<file path="src/rtl/dmem_arb_pkg.sv">
// Shared types and helpers for the DMEM port B arbiter.
// Read tags carry a fixed 3-bit channel id, which covers the 8-channel maximum.
package dmem_arb_pkg;

    typedef enum logic {
        PRIO_RR    = 1'b0,
        PRIO_FIXED = 1'b1
    } prio_mode_e;

    typedef enum logic {
        ST_IDLE   = 1'b0,
        ST_LOCKED = 1'b1
    } lock_state_e;

    localparam int unsigned MAX_CH   = 8;
    localparam int unsigned TAG_CH_W = 3;

    function automatic int unsigned CH_ID_W(input int unsigned n);
        return (n <= 2) ? 1 : int'($clog2(n));
    endfunction

    typedef struct packed {
        logic                valid;
        logic [TAG_CH_W-1:0] ch;
    } rd_tag_t;

endpackage

</file>
<file path="src/rtl/dmem_portb_arbiter_rr_arbiter.sv">
// Pointer-based one-hot grant over NUM_CH requesters with a per-channel mask.
// The pointer holds the most recent grant; round-robin search starts just past it.
module rr_arbiter
    import dmem_arb_pkg::*;
#(
    parameter int unsigned  NUM_CH    = 2,
    parameter int unsigned  PRIO_MODE = 0,
    localparam int unsigned CH_W      = CH_ID_W(NUM_CH)
) (
    input  logic              i_clk,
    input  logic              i_rst,
    input  logic [NUM_CH-1:0] i_req,
    input  logic [NUM_CH-1:0] i_mask,
    input  logic              i_advance,
    output logic [NUM_CH-1:0] o_grant,
    output logic [CH_W-1:0]   o_grant_id,
    output logic [CH_W-1:0]   o_last
);

    logic [CH_W-1:0]   r_last;
    logic [NUM_CH-1:0] w_req;
    logic              w_found;

    assign w_req  = i_req & i_mask;
    assign o_last = r_last;

    always_comb begin
        o_grant    = '0;
        o_grant_id = '0;
        w_found    = 1'b0;
        if (PRIO_MODE == int'(PRIO_FIXED)) begin
            for (int i = 0; i < int'(NUM_CH); i++) begin
                if (!w_found && w_req[i]) begin
                    w_found    = 1'b1;
                    o_grant[i] = 1'b1;
                    o_grant_id = CH_W'(i);
                end
            end
        end else begin
            // First pass: channels above the pointer; second pass wraps to the bottom.
            for (int i = 0; i < int'(NUM_CH); i++) begin
                if (!w_found && w_req[i] && (i > int'(r_last))) begin
                    w_found    = 1'b1;
                    o_grant[i] = 1'b1;
                    o_grant_id = CH_W'(i);
                end
            end
            for (int i = 0; i < int'(NUM_CH); i++) begin
                if (!w_found && w_req[i]) begin
                    w_found    = 1'b1;
                    o_grant[i] = 1'b1;
                    o_grant_id = CH_W'(i);
                end
            end
        end
    end

    always_ff @(posedge i_clk or posedge i_rst) begin
        if (i_rst) begin
            r_last <= CH_W'(NUM_CH - 1);
        end else if (i_advance) begin
            r_last <= o_grant_id;
        end
    end

endmodule

</file>
<file path="src/rtl/dmem_portb_arbiter.sv">
// Time-multiplexes NUM_CH requesters onto DMEM port B with burst locking,
// a one-cycle issue register and a read-tag pipeline that routes mem_q back.
module dmem_portb_arbiter
    import dmem_arb_pkg::*;
#(
    parameter int unsigned  NUM_CH    = 2,
    parameter int unsigned  DATA_W    = 256,
    parameter int unsigned  ADDR_W    = 7,
    parameter int unsigned  RD_LAT    = 2,
    parameter int unsigned  PRIO_MODE = 0,
    localparam int unsigned CH_W      = CH_ID_W(NUM_CH)
) (
    input  logic                     i_clk,
    input  logic                     i_rst,
    input  logic [NUM_CH-1:0]        i_req_valid,
    output logic [NUM_CH-1:0]        o_req_ready,
    input  logic [NUM_CH-1:0]        i_req_we,
    input  logic [NUM_CH-1:0]        i_req_lock,
    input  logic [NUM_CH*ADDR_W-1:0] i_req_addr,
    input  logic [NUM_CH*DATA_W-1:0] i_req_wdata,
    output logic [NUM_CH-1:0]        o_rsp_valid,
    output logic [DATA_W-1:0]        o_rsp_rdata,
    output logic [ADDR_W-1:0]        o_mem_address,
    output logic [DATA_W-1:0]        o_mem_data,
    output logic                     o_mem_wren,
    output logic                     o_mem_rden,
    input  logic [DATA_W-1:0]        i_mem_q,
    output logic [CH_W-1:0]          o_owner_id,
    output logic                     o_busy
);

    lock_state_e       r_state;
    lock_state_e       w_state_next;
    logic [NUM_CH-1:0] r_owner_oh;
    logic [NUM_CH-1:0] w_owner_oh_next;
    logic [NUM_CH-1:0] w_mask;
    logic [NUM_CH-1:0] w_grant;
    logic [CH_W-1:0]   w_grant_id;
    logic              w_accept;
    logic              w_sel_we;
    logic              w_sel_lock;
    logic [ADDR_W-1:0] w_sel_addr;
    logic [DATA_W-1:0] w_sel_wdata;
    logic              w_owner_lock;
    logic              w_tag_busy;

    logic [ADDR_W-1:0] r_mem_address;
    logic [DATA_W-1:0] r_mem_data;
    logic              r_mem_wren;
    logic              r_mem_rden;
    rd_tag_t           r_issue_tag;
    rd_tag_t           r_tag [RD_LAT];

    // While locked, only the recorded owner may be granted.
    assign w_mask = (r_state == ST_LOCKED) ? r_owner_oh : '1;

    rr_arbiter #(
        .NUM_CH    (NUM_CH),
        .PRIO_MODE (PRIO_MODE)
    ) u_rr_arbiter (
        .i_clk      (i_clk),
        .i_rst      (i_rst),
        .i_req      (i_req_valid),
        .i_mask     (w_mask),
        .i_advance  (w_accept),
        .o_grant    (w_grant),
        .o_grant_id (w_grant_id),
        .o_last     (o_owner_id)
    );

    assign o_req_ready  = w_grant;
    assign w_accept     = |w_grant;
    assign w_owner_lock = |(i_req_lock & r_owner_oh);

    always_comb begin
        w_sel_we    = 1'b0;
        w_sel_lock  = 1'b0;
        w_sel_addr  = '0;
        w_sel_wdata = '0;
        for (int i = 0; i < int'(NUM_CH); i++) begin
            if (w_grant[i]) begin
                w_sel_we    = i_req_we[i];
                w_sel_lock  = i_req_lock[i];
                w_sel_addr  = i_req_addr[i*ADDR_W +: ADDR_W];
                w_sel_wdata = i_req_wdata[i*DATA_W +: DATA_W];
            end
        end
    end

    always_comb begin
        w_state_next    = r_state;
        w_owner_oh_next = r_owner_oh;
        unique case (r_state)
            ST_IDLE: begin
                if (w_accept && w_sel_lock) begin
                    w_state_next    = ST_LOCKED;
                    w_owner_oh_next = w_grant;
                end
            end
            ST_LOCKED: begin
                // Release as soon as the owner drops lock; its beat this cycle still issues.
                if (!w_owner_lock) begin
                    w_state_next = ST_IDLE;
                end
            end
            default: w_state_next = ST_IDLE;
        endcase
    end

    always_ff @(posedge i_clk or posedge i_rst) begin
        if (i_rst) begin
            r_state    <= ST_IDLE;
            r_owner_oh <= '0;
        end else begin
            r_state    <= w_state_next;
            r_owner_oh <= w_owner_oh_next;
        end
    end

    always_ff @(posedge i_clk or posedge i_rst) begin
        if (i_rst) begin
            r_mem_address <= '0;
            r_mem_data    <= '0;
            r_mem_wren    <= 1'b0;
            r_mem_rden    <= 1'b0;
            r_issue_tag   <= '0;
        end else begin
            r_mem_wren        <= w_accept & w_sel_we;
            r_mem_rden        <= w_accept & ~w_sel_we;
            r_issue_tag.valid <= w_accept & ~w_sel_we;
            r_issue_tag.ch    <= TAG_CH_W'(w_grant_id);
            if (w_accept) begin
                r_mem_address <= w_sel_addr;
                r_mem_data    <= w_sel_wdata;
            end
        end
    end

    // Tag travels alongside mem_rden; the tail lines up with valid mem_q.
    always_ff @(posedge i_clk or posedge i_rst) begin
        if (i_rst) begin
            for (int i = 0; i < int'(RD_LAT); i++) begin
                r_tag[i] <= '0;
            end
        end else begin
            r_tag[0] <= r_issue_tag;
            for (int i = 1; i < int'(RD_LAT); i++) begin
                r_tag[i] <= r_tag[i-1];
            end
        end
    end

    always_comb begin
        o_rsp_valid = '0;
        for (int i = 0; i < int'(NUM_CH); i++) begin
            o_rsp_valid[i] = r_tag[RD_LAT-1].valid && (r_tag[RD_LAT-1].ch == TAG_CH_W'(i));
        end
    end

    always_comb begin
        w_tag_busy = r_issue_tag.valid;
        for (int i = 0; i < int'(RD_LAT); i++) begin
            w_tag_busy = w_tag_busy | r_tag[i].valid;
        end
    end

    assign o_rsp_rdata   = i_mem_q;
    assign o_mem_address = r_mem_address;
    assign o_mem_data    = r_mem_data;
    assign o_mem_wren    = r_mem_wren;
    assign o_mem_rden    = r_mem_rden;
    assign o_busy        = (r_state == ST_LOCKED) | w_tag_busy;

endmodule

</file>
<file path="config.mk">
export PLATFORM = sky130hd
export DESIGN_NAME = dmem_portb_arbiter
export DESIGN_NICKNAME = d
export VERILOG_FILES = /design/src/rtl/dmem_arb_pkg.sv /design/src/rtl/dmem_portb_arbiter_rr_arbiter.sv /design/src/rtl/dmem_portb_arbiter.sv
export SDC_FILE = /design/constraint.sdc
export NUM_CORES = 1
export LEC_CHECK = 0
export ABC_AREA = 1
export CAP_MARGIN = 0
export CORE_AREA = 8 8 508 510
export DETAILED_ROUTE_END_ITERATION = 12
export DIE_AREA = 0 0 516 518
export GPL_ROUTABILITY_DRIVEN = 0
export GPL_TIMING_DRIVEN = 0
export HOLD_SLACK_MARGIN = 0.15
export PLACE_DENSITY_LB_ADDON = 0.25
export SYNTH_ARGS = -nofsm -noshare
export SYNTH_HDL_FRONTEND = slang
export SYNTH_SLANG_ARGS = --single-unit
</file>
<file path="constraint.sdc">
create_clock -name i_clk -period 21.9 [get_ports i_clk]
set_input_delay 4.38 -clock i_clk [delete_from_list [all_inputs] [get_ports i_clk]]
set_output_delay 4.38 -clock i_clk [all_outputs]
set_load 0.02 [all_outputs]
</file>
# Word level (Yosys, flattened, before mapping)

Cells that the tools add are included.

Input port bits: 790
Output and inout port bits: 527
Logic and storage cells: 52
Register bits after elaboration: 274

Reduce and logical (&&, ||, !) cells: 12
Multiplexer cells: 18
Order comparisons: 1
Bitwise logic cells: 9

Operators with widths:

| cell                                      | count |
|---|---|
| 2-to-1 mux 256 bit                        | 2 |
| 2-to-1 mux 7 bit                          | 2 |
| 2-to-1 mux 1 bit                          | 12 |
| logical AND 1 bit                         | 6 |
| bitwise AND 2 bit                         | 2 |
| OR reduction 2 bit                        | 2 |
| logical NOT 3 bit                         | 1 |
| OR 1 bit                                  | 3 |
| bitwise AND 1 bit                         | 2 |
| logical NOT 1 bit                         | 2 |
| 2-to-1 mux 2 bit                          | 1 |
| NOT 1 bit                                 | 2 |
| one-hot mux 1 bit (2 select lines)        | 1 |
| AND reduction 2 bit                       | 1 |
| > comparator 1 bit (first input constant) | 1 |

# Depth between registers and ports, before layout

Gate-level depths: netlist of run 1.

Word-level depth: 14
Mapped depth: 10
Gate-level depth less buffers: 8

# Hierarchy

From an unflattened synthesis of run 1, not the netlist that was laid out.

Cells, all modules: 1719
Area, all modules: 13847.0 µm²

Modules (own cells, without submodules):

| module             | area an instance (µm²) | sequential area each (µm²) | instances | cells an instance |
|---|---|---|---|---|
| dmem_portb_arbiter | 13749.4                | 6831.6                     | 1         | 1704 |
| rr_arbiter         | 97.6                   | 26.3                       | 1         | 15 |

# Worst setup path before layout of run 1

Ideal clock, no wire load.

Kind: in2out
From: input port i_req_valid[1]
To: output port o_req_ready[1]
Arrival time: 5.079 ns
Buffers on the path: 2
Required time: 17.520 ns
Path slack: 12.441 ns
Stages on the path: 6
Cell sequence: inv_1 > a21oi_1 > nand2_1 > inv_2 > buf_2 > buf_4

Word-level cells in the longest chain between the ends: 9

RTL lines:

| item                | RTL line                            | text |
|---|---|---|
| from (decl)         | dmem_portb_arbiter.sv:15            | `input logic [NUM_CH-1:0] i_req_valid,` |
| bitwise AND 2 bit * | dmem_portb_arbiter_rr_arbiter.sv:24 | `assign w_req = i_req & i_mask;` |
| logical AND 1 bit   | dmem_portb_arbiter_rr_arbiter.sv:42 | `if (!w_found && w_req[i] && (i > int'(r_last))) begin` |
| 2-to-1 mux 1 bit    | dmem_portb_arbiter_rr_arbiter.sv:42 |  |
| logical NOT 1 bit   | dmem_portb_arbiter_rr_arbiter.sv:49 | `if (!w_found && w_req[i]) begin` |
| logical AND 1 bit   | dmem_portb_arbiter_rr_arbiter.sv:49 |  |
| 2-to-1 mux 1 bit    | dmem_portb_arbiter_rr_arbiter.sv:49 |  |
| logical NOT 1 bit   | dmem_portb_arbiter_rr_arbiter.sv:49 |  |
| logical AND 1 bit   | dmem_portb_arbiter_rr_arbiter.sv:49 |  |
| 2-to-1 mux 1 bit *  | dmem_portb_arbiter_rr_arbiter.sv:49 |  |
| to (decl)           | dmem_portb_arbiter.sv:16            | `output logic [NUM_CH-1:0] o_req_ready,` |

Every way passes the cells marked *; elsewhere a longest branch is shown, timed or not.

# Worst setup path in the final report of run 1

Same ends and word-level chain as after synthesis.

==> run summary, run 1 <==
Status - finished, final reports clean
Cell depth of the worst flop-to-flop path - 8
Tot Pwr - 3970 µW
Most common cell after layout, fill and taps aside - clkdlybuf4s50_1
CP most frequent cell - clkdlybuf4s50_1
Total GRT Usage - 12.0%
Slowest CP cell - clkdlybuf4s50_1
Critical Path Start Type - input pin
CP max stage delay - 0.65 ns
WL final - 169 mm
Max Cap Viol - 0
First-pass GRT wire length - 207 mm
Critical R2R Launch - u_rr_arbiter.o_last$_DFFE_PP1P_
Die width - 516 µm
Synth cell types - 15
CTS Sinks - 274
Clk Latency, worst-skew pair - 0.65 ns
Synthesized flop and latch total - 274
Clk_skew - 0.0361 ns
F_max - 88.9 MHz
Vias in the first global route - 17732
Min-Delay Path Depth - 0
Post-CTS Setup Bufs - 0
Required @ worst endpoint - 17.52 ns
Worst path cell trace - clkdlybuf4s50_1, inv_1, a21oi_1, nand2_1, inv_2, buf_2, buf_4, clkdlybuf4s50_1
Final worst path period share - 51.4%
R2R Setup Slk - 19.41 ns
Most frequent cells in the layout - 1060 x clkdlybuf4s50_1, 806 x nand2_1, 273 x dfrtp_1, 270 x nand3_1, 267 x buf_4
Worst Hold Launch - r_tag[4]$_DFF_PP0_
DR pass1 iterations - 7
Final ANT Viol Nets - 0
Fillers - 29055
Post-DP Area - 0.0288 mm²
Avg Inst Size Synth - 8.12 µm²
Drt initial violations - 764
Setup TNS - 0 ns
Row cnt - 184
CTS Buffer Depth - 3
Die ar. - 0.267 mm²
Buffers added on ports - 1060
CP Max Fanout - 11
Power per cell area - 131 mW/mm²
Initial antenna violation count - 90
Crit path time final - 11.25 ns
Io pins - 1317
Worst slew pin tran - 0.874 ns
Die height - 518 µm
Max Transition Viols Final - 0
DR WL/cell - 27.2 µm
Leak pwr - 0.0122 µW
Nets@finish - 3611
Finished Cell Area - 0.0302 mm²
Place WS - 10.59 ns
Crit end category - primary output
Dpl hpwl - 150 mm
CTS buffer count - 44
Hold endpoint - r_tag[0]$_DFF_PP0_
Initial core utilization - 5.56%
Hold Fails Final Rpt - 0
Residual DRC - 0
Vias - 16495
Largest net degree at the start of global routing - 96
# setup viols final - 0
Root Buffer - clkbuf_16
Syn nets - 2502
Peak supply drop - 0.0000658 V
Yosys warnings - 0
Worst Setup Path Type - in -> out
Avg Vias per Cell - 2.65
P&R area growth vs syn - 118%
Netlist Area Pre-Place - 0.0139 mm²
Post-cts sizing count - 0
Crit path DAT - 6.87 ns
RSZ-0062 raised after global routing - no
Worst r2r dst - o_mem_data[97]$_DFFE_PP0P_
CTS clk-pin slew, worst paths - 0.05 ns
CTS Hold Bufs - 0
Core area - 0.250 mm²
Share of cells above drive strength 1 - 14.6%
CTS tree - done
Hold crit path type - reg -> reg
Sequential element share of the synthesized area - 49.4%
Overflow after GRT - 0
Synthesized instance count - 1712
Final setup margin - 10.65 ns
Relative slew slack - 41.7%
Htree depth - 2
==> cells by family (layout without fill, tap and decap cells) <==
family          after synthesis  in the layout  share of synthesized area (%)
other cells                   0             18                              0
flops                       274            274                           49.4
simple gates               1079           1079                           31.6
buf+inv                     355           1494                           18.9
compound gates                4              4                          0.189
==> state kept, by name (all words and copies together) (netlist names) <==
| register | flops |
|---|---|
| o_mem_address | 7 |
| o_mem_wren | 1 |
| r_state | 1 |
| u_rr_arbiter.o_last | 1 |
| r_issue_tag | 2 |
| r_owner_oh | 2 |
| r_tag | 4 |
| o_mem_data | 256 |
==> how the worst max path moves through the flow <==
stage / from / to / cells after the start
final: i_req_valid[1] / o_req_ready[1] / 8
after detailed placement: i_req_valid[1] / o_req_ready[1] / 8
after global placement: i_rst / o_mem_data[174]$_DFFE_PP0P_ / 2
after floorplan: i_rst / o_mem_address[0]$_DFFE_PP0P_ / 1
after global routing: i_req_valid[1] / o_req_ready[1] / 8
after CTS: i_req_valid[1] / o_req_ready[1] / 8
==> layout make-up <==
type / instances / area (µm²) / share of cell area [%]
tap: 3348 / 4190 / 13.8
multi-input combinational: 1083 / 4410 / 14.6
clock buffer: 62 / 1240 / 4.09
buffer: 344 / 2580 / 8.54
inverter: 11 / 48.8 / 0.161
clock inverter: 14 / 180 / 0.596
sequential: 274 / 6860 / 22.7
timing repair buffer: 1063 / 10700 / 35.3
antenna: 18 / 45.0 / 0.149
==> Yosys cell counts <==
| library cell | number | share of area (%) |
|---|---|---|
| o21ai_0 | 1 | 0.036 |
| clkbuf_1 | 1 | 0.027 |
| a21oi_1 | 1 | 0.036 |
| inv_1 | 7 | 0.19 |
| buf_4 | 267 | 14 |
| dfrtp_1 | 273 | 49 |
| nand2_1 | 806 | 22 |
| nand3_1 | 270 | 9.7 |
| inv_2 | 4 | 0.11 |
| a21boi_1 | 1 | 0.054 |
| buf_6 | 31 | 2.5 |
| a22o_1 | 1 | 0.063 |
| dfstp_2 | 1 | 0.19 |
| nor2_1 | 3 | 0.081 |
| buf_2 | 45 | 1.6 |
==> metal layers <==
layer  share of wire, %  global-route usage [%]
met1                 33                    11.7
met2                 48                    20.7
met3                 17                    8.68
met4                2.2                    2.59
met5               0.20                       0
==> worst max-delay path, delay by kind of cell <==
kind | cells | cell delay (ns)
compound gates | 1 | 0.17
buf+inv | 6 | 2.12
simple gates | 1 | 0.19
==> power breakdown <==
group          switching [µW]  internal (µW)  leakage (µW)
clock network             314            418      0.000690
logic                    1480            799       0.00827
registers                 197            765       0.00328
total                    1990           1980        0.0122
==> through the flow <==
step	std cells	util [%]	hold WS, ns
finish	6217	12.1	0.358
CTS	6199	12.1	0.357
floorplan	1712	-	0.331
detailed placement	6123	11.5	0.347
global placement	6120	11.5	0.346
global route	6206	12.1	0.376
No activity file was read; power rests on OpenSTA's default activity.
==> run 2, diff against run 1 <==
Clock period 21.9 ns to 10.7 ns, I/O delays scaled along.
==> results of run 2 <==
Same layout as run 1 (identical final DEF). Status: finished, final reports clean.
Among the figures that moved: setup slack after placement 10.59 ns -> 3.87 ns; setup slack after layout 10.65 ns -> 3.93 ns; register-to-register setup slack 19.41 ns -> 8.21 ns; total power 3970 µW -> 8130 µW; worst IR drop on VDD 0.0000658 V -> 0.000135 V
==> run 3, diff against run 2 <==
Settings changed: CORE_AREA 8 8 508 510 to 8 8 504 506, DIE_AREA 0 0 516 518 to 0 0 512 514.
Clock period 10.7 ns to 5.7 ns, I/O delays scaled along.
==> run 3 against run 2 <==
- sequential share of layout area hardly changed
- sequential power is 86% higher
- cell count is 1.5% lower
- combinational power is 85% higher
==> run summary, run 3 (same netlist as run 1, synthesis figures left out) <==
First-pass GRT wire length - 204 mm
Final worst path period share - 83.6%
F_max - 210 MHz
Leak pwr - 0.0123 µW
Power per cell area - 499 mW/mm²
Final setup margin - 0.936 ns
Worst slew pin tran - 0.875 ns
Tot Pwr - 15100 µW
Critical R2R Launch - u_rr_arbiter.o_last$_DFFE_PP1P_
Row cnt - 183
CP Max Fanout - 14
Status - finished, final reports clean
Worst path cell trace - clkdlybuf4s50_1, inv_1, a21oi_1, nand2_1, inv_2, buf_2, buf_4, clkdlybuf4s50_1
DR top layer - met5
RSZ-0062 raised after global routing - no
DR pass1 iterations - 4
Max reg flops - 256
Worst setup endpoint - o_req_ready[1]
Place WS - 0.783 ns
Dpl hpwl - 145 mm
Most frequent cells in the layout - 1060 x clkdlybuf4s50_1, 806 x nand2_1, 273 x dfrtp_1, 270 x nand3_1, 267 x buf_4
Residual DRC - 0
Avg Vias per Cell - 2.71
Htree depth - 2
Initial core utilization - 5.63%
Hold Fails Final Rpt - 0
Total GRT Usage - 11.9%
Crit path time final - 4.76 ns
Share of cells above drive strength 1 - 14.8%
Io pins - 1317
DR WL met2 - 76.0 mm
CP most frequent cell - clkdlybuf4s50_1
Post-cts sizing count - 0
CTS Hold Bufs - 0
Relative slew slack - 41.7%
CTS buffer count - 44
Critical Path Start Type - input pin
CTS Sinks - 274
Die height - 514 µm
CTS Buffer Depth - 3
Core area - 0.247 mm²
DRT met1 WL - 58.8 mm
Hold Slack - 0.355 ns
CTS tree - done
CP max stage delay - 0.64 ns
CP startpoint - i_req_valid[1]
Clk_skew - 0.0357 ns
Crit path DAT - 3.62 ns
Vias - 16607
R2R Setup Slk - 3.28 ns
Max Transition Viols Final - 0
Crit end category - primary output
Post-CTS Setup Bufs - 0
WL final - 164 mm
Buffers added on ports - 1060
Worst Setup Path Type - in -> out
Final ANT Viol Nets - 0
Met3 wire len - 26.5 mm
Max Cap Viol - 0
Vias in the first global route - 17982
Required @ worst endpoint - 4.56 ns
Root Buffer - clkbuf_16
Cell depth of the worst flop-to-flop path - 8
Overflow after GRT - 0
Most common cell after layout, fill and taps aside - clkdlybuf4s50_1
Die ar. - 0.263 mm²
Largest net degree at the start of global routing - 36
Final core utilization - 12.3%
DR WL/cell - 26.8 µm
Initial antenna violation count - 78
Hold crit path type - reg -> reg
Die width - 512 µm
# setup viols final - 0
Slowest CP cell - clkdlybuf4s50_1
Worst r2r dst - o_mem_data[51]$_DFFE_PP0P_
Clk Latency, worst-skew pair - 0.65 ns
Nets@finish - 3618
Drt initial violations - 809
P&R area growth vs syn - 117%
Peak supply drop - 0.000192 V
CTS clk-pin slew, worst paths - 0.06 ns
run 3: changes by cell type in the layout (fill, tap and decap cells not counted), sizes merged:
cell	change
bufinv	-1
clkinv	-2
buf	+7
clkbuf	+7
diode	+6
run 3: worst min-delay path by stage:
| stage | start | end | depth (start not counted) |
|---|---|---|---|
| after floorplan | r_tag[4]$_DFF_PP0_ | r_tag[0]$_DFF_PP0_ | 0 |
| after global placement | r_issue_tag[0]$_DFF_PP0_ | r_tag[4]$_DFF_PP0_ | 0 |
| after detailed placement | r_issue_tag[0]$_DFF_PP0_ | r_tag[4]$_DFF_PP0_ | 0 |
| after CTS | r_issue_tag[0]$_DFF_PP0_ | r_tag[4]$_DFF_PP0_ | 0 |
| after global routing | r_tag[4]$_DFF_PP0_ | r_tag[0]$_DFF_PP0_ | 0 |
| final | r_issue_tag[0]$_DFF_PP0_ | r_tag[4]$_DFF_PP0_ | 0 |
run 3: layout make-up:
| class | count | area [µm²] |
|---|---|---|
| multi-input cells | 1083 | 4410 |
| diodes | 24 | 60.1 |
| well taps | 3237 | 4050 |
| fillers | 28375 | 216000 |
| clock inverters | 11 | 97.6 |
| repair buffers | 1070 | 10800 |
| flip-flops and latches | 274 | 6860 |
| plain buffers | 344 | 2580 |
| clock buffers | 69 | 1300 |
| inverters | 11 | 45.0 |
run 3: power breakdown:
group / internal, µW / switching, µW
Clock: 1600 / 1180
Combinational: 3080 / 5560
Sequential: 2940 / 734
Total: 7620 / 7470
run 3: critical path, delay by kind of cell:
kind | cells | cell delay [ns]
compound gates | 1 | 0.17
buf+inv | 6 | 2.13
simple gates | 1 | 0.15
run 3: layer usage:
metal  vias up  GRT usage [%]
met5         -              0
met4        40           1.97
met3       177           8.70
met2      1059           19.9
met1      7918           12.2
li1       7413              -
run 3: through the flow:
step	setup TNS (ns)	instance area, µm²	cells
after global routing	0	30200	6100
final	0	30200	6123
after CTS	0	30200	6099
after global placement	-710.32	28600	6009
after detailed placement	0	28800	6019
after floorplan	0	13900	1712
